### config.mk
export PLATFORM = sky130hd
export DESIGN_NAME = seq_detector_param_flat
export DESIGN_NICKNAME = d
export VERILOG_FILES = /design/src/rtl/seq_detector_param_if.sv /design/src/rtl/seq_detector_param.sv /design/src/flat_wrapper.sv
export SDC_FILE = /design/constraint.sdc
export NUM_CORES = 1
export LEC_CHECK = 0
export ABC_AREA = 1
export CAP_MARGIN = 20
export CORE_MARGIN = 5
export CORE_UTILIZATION = 51
export DETAILED_ROUTE_END_ITERATION = 12
export PLACE_DENSITY_LB_ADDON = 0.1
export SYNTH_ARGS = -nofsm -noshare
export SYNTH_HDL_FRONTEND = slang
export SYNTH_SLANG_ARGS = --single-unit
### constraint.sdc
create_clock -name clk -period 1.6 [get_ports clk]
set_input_delay 0.16 -clock clk [delete_from_list [all_inputs] [get_ports clk]]
set_output_delay 0.16 -clock clk [all_outputs]
set_load 0.005 [all_outputs]
### src/rtl/seq_detector_param_if.sv
// Bus bundle for seq_detector_param: serial input, configuration and status.
interface seq_detector_param_if #(
  parameter int unsigned PATTERN_W = 4,
  parameter int unsigned CNT_W     = 8
);
  logic                 in_valid;
  logic                 in;
  logic                 cfg_load;
  logic [PATTERN_W-1:0] cfg_pattern;
  logic                 cfg_overlap;
  logic                 clr_count;
  logic                 match;
  logic [CNT_W-1:0]     match_count;
  logic                 count_sat;
  logic                 armed;

  modport master (
    output in_valid, in, cfg_load, cfg_pattern, cfg_overlap, clr_count,
    input  match, match_count, count_sat, armed
  );

  modport slave (
    input  in_valid, in, cfg_load, cfg_pattern, cfg_overlap, clr_count,
    output match, match_count, count_sat, armed
  );
endinterface

### src/rtl/seq_detector_param.sv
// Parametrised serial pattern detector with runtime-loadable pattern,
// overlap/non-overlap mode and a saturating match counter.
module seq_detector_param #(
  parameter int unsigned          PATTERN_W       = 4,
  parameter logic [PATTERN_W-1:0] DEFAULT_PATTERN = 4'b1011,
  parameter logic                 DEFAULT_OVERLAP = 1'b1,
  parameter int unsigned          CNT_W           = 8
) (
  input  logic                 clk,
  input  logic                 rst,
  seq_detector_param_if.slave  bus
);

  typedef enum logic [1:0] {EMPTY, FILLING, ARMED} state_e;

  localparam int unsigned           FILL_W    = $clog2(PATTERN_W + 1);
  localparam logic [FILL_W-1:0]     FILL_FULL = FILL_W'(PATTERN_W);
  localparam logic [FILL_W-1:0]     FILL_LAST = FILL_W'(PATTERN_W - 1);

  // Only the newest PATTERN_W-1 bits are stored; the incoming bit completes the window.
  logic [PATTERN_W-2:0] shreg_q, shreg_d;
  logic [FILL_W-1:0]    fill_q, fill_d;
  state_e               state_q, state_d;
  logic [PATTERN_W-1:0] pattern_q;
  logic                 overlap_q;
  logic [CNT_W-1:0]     cnt_q, cnt_d;
  logic                 sat_q, sat_d;
  logic                 match_q;
  logic                 armed_q;

  logic [PATTERN_W-1:0] window;
  logic                 accept;
  logic                 hit;

  assign window = {shreg_q, bus.in};
  assign accept = bus.in_valid & ~bus.cfg_load;
  assign hit    = accept && (fill_q == FILL_LAST || state_q == ARMED) && (window == pattern_q);

  // Next-state for shift register, fill level, FSM state and counter.
  always_comb begin
    shreg_d = shreg_q;
    fill_d  = fill_q;
    state_d = state_q;
    cnt_d   = bus.clr_count ? '0 : cnt_q;
    sat_d   = bus.clr_count ? 1'b0 : sat_q;

    if (bus.cfg_load) begin
      shreg_d = '0;
      fill_d  = '0;
      state_d = EMPTY;
    end else if (accept) begin
      shreg_d = window[PATTERN_W-2:0];
      fill_d  = (fill_q == FILL_FULL) ? fill_q : fill_q + 1'b1;
      state_d = (fill_d == FILL_FULL) ? ARMED : FILLING;
      if (hit && !overlap_q) begin
        shreg_d = '0;
        fill_d  = '0;
        state_d = EMPTY;
      end
    end

    // Clear is applied first, so a coincident hit leaves the count at one.
    if (hit) begin
      if (cnt_d != '1) cnt_d = cnt_d + 1'b1;
      if (cnt_d == '1) sat_d = 1'b1;
    end
  end

  // State, configuration and registered outputs.
  always_ff @(posedge clk) begin
    if (rst) begin
      shreg_q   <= '0;
      fill_q    <= '0;
      state_q   <= EMPTY;
      pattern_q <= DEFAULT_PATTERN;
      overlap_q <= DEFAULT_OVERLAP;
      cnt_q     <= '0;
      sat_q     <= 1'b0;
      match_q   <= 1'b0;
      armed_q   <= 1'b0;
    end else begin
      shreg_q <= shreg_d;
      fill_q  <= fill_d;
      state_q <= state_d;
      cnt_q   <= cnt_d;
      sat_q   <= sat_d;
      match_q <= hit;
      armed_q <= (state_d == ARMED);
      if (bus.cfg_load) begin
        pattern_q <= bus.cfg_pattern;
        overlap_q <= bus.cfg_overlap;
      end
    end
  end

  assign bus.match       = match_q;
  assign bus.match_count = cnt_q;
  assign bus.count_sat   = sat_q;
  assign bus.armed       = armed_q;

endmodule

### src/flat_wrapper.sv
// flat-port wrapper written by rule: the top's interface ports become plain ports
module seq_detector_param_flat 
#(
  parameter int unsigned          PATTERN_W       = 4,
  parameter logic [PATTERN_W-1:0] DEFAULT_PATTERN = 4'b1011,
  parameter logic                 DEFAULT_OVERLAP = 1'b1,
  parameter int unsigned          CNT_W           = 8
)
  (clk, rst, bus_in_valid, bus_in, bus_cfg_load, bus_cfg_pattern, bus_cfg_overlap, bus_clr_count, bus_match, bus_match_count, bus_count_sat, bus_armed);
  seq_detector_param_if #(.PATTERN_W(PATTERN_W), .CNT_W(CNT_W)) bus_i ();
  input  logic clk;
  input  logic rst;
  input wire logic [$bits(bus_i.in_valid)-1:0] bus_in_valid;
  input wire logic [$bits(bus_i.in)-1:0] bus_in;
  input wire logic [$bits(bus_i.cfg_load)-1:0] bus_cfg_load;
  input wire logic [$bits(bus_i.cfg_pattern)-1:0] bus_cfg_pattern;
  input wire logic [$bits(bus_i.cfg_overlap)-1:0] bus_cfg_overlap;
  input wire logic [$bits(bus_i.clr_count)-1:0] bus_clr_count;
  output wire logic [$bits(bus_i.match)-1:0] bus_match;
  output wire logic [$bits(bus_i.match_count)-1:0] bus_match_count;
  output wire logic [$bits(bus_i.count_sat)-1:0] bus_count_sat;
  output wire logic [$bits(bus_i.armed)-1:0] bus_armed;
  assign bus_i.in_valid = bus_in_valid;
  assign bus_i.in = bus_in;
  assign bus_i.cfg_load = bus_cfg_load;
  assign bus_i.cfg_pattern = bus_cfg_pattern;
  assign bus_i.cfg_overlap = bus_cfg_overlap;
  assign bus_i.clr_count = bus_clr_count;
  assign bus_match = bus_i.match;
  assign bus_match_count = bus_i.match_count;
  assign bus_count_sat = bus_i.count_sat;
  assign bus_armed = bus_i.armed;
  seq_detector_param #(.PATTERN_W(PATTERN_W), .DEFAULT_PATTERN(DEFAULT_PATTERN), .DEFAULT_OVERLAP(DEFAULT_OVERLAP), .CNT_W(CNT_W)) u_core (.clk(clk), .rst(rst), .bus(bus_i));
endmodule
==> run summary <==
The flow ran to the end, and the final reports show no timing, DRC or antenna violations. The proportion of synthesized flip-flops having asynchronous set or reset is 0%. The estimated wirelength of the detail-placed design came out at 2.27 mm. Timing would allow up to 642 MHz. The ratio of routed vias to standard cells came out at 5.10.

The number of global-route vias before repair is 1,293. Entering global routing, the biggest net connects 14 pins. The type of element capturing the critical path is a flop.

In this run the horizontal extent of the chip is 59.4 µm. In this run the critical register-to-register path is launched from u_core.fill_q[1]. Global routing used 19.0% of the available tracks. The largest single stage delay on the critical path is 0.38 ns. The warning count from the yosys run came out at 0. The worst register-to-register path ends at u_core.bus.armed. The proportion of synthesized chip area in sequential cells is 38.6%.

The worst slew slack as a fraction of its limit is 85.3%. The cell sitting at the root of the clock tree is a clkbuf_4. Setup repair after global routing could not meet its margin everywhere. The final instance area is 1780 µm².

The total of max-cap violations is 0. The primary flip-flop cell chosen by synthesis mapping is dfxtp_1. The share of the synthesized area in the top cell type is 38.6%.

The number of distinct library cell variants in the gate-level netlist after synthesis came out at 23. STA classifies the critical path startpoint as a flop. The sum of negative setup slack came out at 0 ns. Excluding fillers, the count of instances in the completed layout stands at 259. The post-placement cell count is 254. The end of the worst hold path is u_core.overlap_q. The per-instance average area after synthesis is 6.63 µm².

The final cell utilization of the core is 74.0%. By area the synthesized netlist is led by dfxtp_1 39%, nand2_1 16%, a21oi_1 8.0%. The cell area after placement came out at 1610 µm². Sorting the synthesized cells by how often they occur yields 53 x nand2_1, 24 x dfxtp_1, 23 x inv_1, 23 x nor2_1, 20 x a21oi_1. From bottom edge to top edge, the die measures 59.4 µm. Port buffering added 21 buffers. The total core area is 2410 µm². The detailed-route via count came out at 1,322. The power per unit of standard cell area is 594 nW/µm². The pin slew with the least headroom to its limit is 0.220 ns. In the final routed layout, each cell accounts on average for 11.8 µm. The hold violation count in the final report came to 0. The violation count after the first detailed-routing iteration is 47. The number of pins exceeding their max-slew limit in the final report came out at 0. The data arrival time at the worst-slack endpoint came out at 1.78 ns. The clock net in this run drives a total of 24 sinks. The minimum period implied by the final worst setup slack is 1.56 ns.

By instance count, the leading cell after synthesis is nand2_1. In this run the most critical hold path is launched from bus_cfg_overlap. The total iterations of the first detailed-routing run came out at 4.

Of the available clock period, the critical path in the final layout requires 97.3%. The cell area that synthesis handed to floorplanning was 1250 µm². The number of antenna violations at the first check in global routing came out at 0. The worst hold path belongs to the class input pin to flop. The hold slack came out at 0.432 ns. The number of ports placed on the die boundary came out at 22. Grouping stages by cell kind, the critical path spends the most delay in simple AND/OR/NAND/NOR gates. Together, buffers and inverters on the worst path number 2. The area enclosed by the die boundary is 3530 µm². For this run the aggregate overflow at the end of global routing stands at 0. The fraction of layout instances using a drive strength above 1 is 22.3%. The instance count along the most critical hold path came out at 3. The critical path in this run is classified as flop to flop.

Setup slack on the worst reg-to-reg path comes out at 0.04 ns. The number of buffers between clock root and the deepest sink is 2. The leakage power came out at 0.782 nW. The congestion estimate from routability-driven global placement came to 0.883. The synthesis-stage register bit count is 24. The detailed-route wire length is 3.06 mm. The clock reaches the later pin of the worst-skew pair after 0.31 ns.

The maximum fanout encountered on the critical timing path is 4. CTS built an H-tree with a depth of 1. When the netlist entered floorplanning its net count stood at 202. After clock tree synthesis, the clock-pin slew on the worst setup and hold paths is 0.13 ns.

The number of antenna diodes is 0. The remaining antenna violation count came out at 0. The layout overhead on the synthesized area is 43.1%. The number of enable flip-flop cells after synthesis came out at 0. Counting every instance in the synthesized netlist gives 188. Counting the fill cells in the layout gives 182.

VDD sags by at most 0.520 mV. In the routed design, unresolved DRC markers number 0. Summed over all instances, the cell type with the most area after synthesis is dfxtp_1.

The row count is 18. TritonCTS built the clock tree. The worst register-to-register path has a depth of 11. The most common cell type on the critical path is nor2_1.

The final-report setup violation count is 0. The starting density of the core is 51.7%. The critical path data required time is 1.82 ns. The final net count is 244.

The global-route wire length before repair is 5.10 mm. The slowest stage of the critical path belongs to the cell dfxtp_4. Walking the worst path, the cells encountered are buf_6 -> inv_4 -> ha_4 -> nand2_4 -> xor2_2 -> nand2_1 -> nor2_1 -> nor2_1 -> nand2_1 -> a21oi_2 -> nor2_1. Counting the buffers created by CTS gives 3.

The clock arrives with 0.00222 ns of skew.
worst max-delay path by stage:
stage	start	slack, ns	end	depth (start not counted)
CTS	u_core.fill_q[0]	0.008	u_core.bus.armed	11
global route	u_core.fill_q[1]	-0.06	u_core.bus.armed	11
detailed placement	bus_in_valid	-0.12	u_core.bus.match_count[1]	13
finish	u_core.fill_q[1]	0.04	u_core.bus.armed	11
floorplan	u_core.fill_q[0]	0.17	u_core.bus.match_count[1]	11
global placement	bus_in_valid	-0.08	u_core.bus.match_count[1]	13
stage by stage:
step                setup WS [ns]  power, W
global route              -0.0564   0.00111
finish                     0.0425   0.00106
detailed placement         -0.121  0.000743
floorplan                   0.172  0.000683
CTS                       0.00836   0.00106
global placement          -0.0823  0.000739
report_power, final:
part	internal, W	switching (W)	total (W)
combinational	0.0000625	0.0000630	0.000125
clock	0.000139	0.000181	0.000320
sequential	0.000608	0.00000605	0.000614
layout make-up:
class,instances,area (µm²),share of cell area [%]
repair buffers,41,375,21.1
flip-flops and latches,24,488,27.4
inverters,25,109,6.11
clock buffers,4,36.3,2.04
well taps,30,37.5,2.11
multi-input cells,135,737,41.3
registers in the layout, summed over array words and instances (netlist names):
signal and cells:
u_core.state_q 2, u_core.bus.armed 1, u_core.bus.count_sat 1, u_core.pattern_q 4, u_core.overlap_q 1, u_core.bus.match_count 8, u_core.fill_q 3, u_core.bus.match 1
u_core.shreg_q 3
worst min-delay path, delay by kind of cell:
family | cells | cell delay (ns)
AOI/OAI and AO/OA | 2 | 0.10
buffers and inverters | 1 | 0.45
repair_timing:
action | CTS | global route
endpoints found under the setup margin | 3 | 11
setup buffers | 1 | 0
pin swaps | 3 | 14
gates cloned | 0 | 0
hold buffers | 0 | 0
gates resized for setup | 5 | 30
metal layers:
| metal | wire length, µm | global-route usage, % | vias to the layer above |
|---|---|---|---|
| met4 | 80 | 11.7 | 0 |
| met5 | 0 | 0 | - |
| met1 | 1180 | 20.3 | 609 |
| met3 | 106 | 3.49 | 9 |
| met2 | 1700 | 33.9 | 30 |
| li1 | - | - | 674 |
cells in the final DEF (no fill, tap or decap), types with 2 or more instances in the layout:
cell,count
buf_4,17
clkbuf_4,3
nand2_1,51
a21oi_2,2
nor2_1,22
nand2_4,2
nand3_2,2
inv_1,21
clkdlybuf4s50_1,21
buf_6,2
o21ai_0,7
a31oi_1,2
ha_4,3
a21oi_1,19
nand3_1,13
dfxtp_2,3
dfxtp_1,20
nand2_2,2
nor2_4,4
cell families after synthesis:
group / Yosys count / synth area share [%]
compound gates: 32 / 13.6
fa+ha+maj: 3 / 3.01
buf+inv: 29 / 9.64
flops: 24 / 38.6
xor+xnor: 1 / 0.703
simple gates: 99 / 34.5
(Power assumes the default switching activity.)
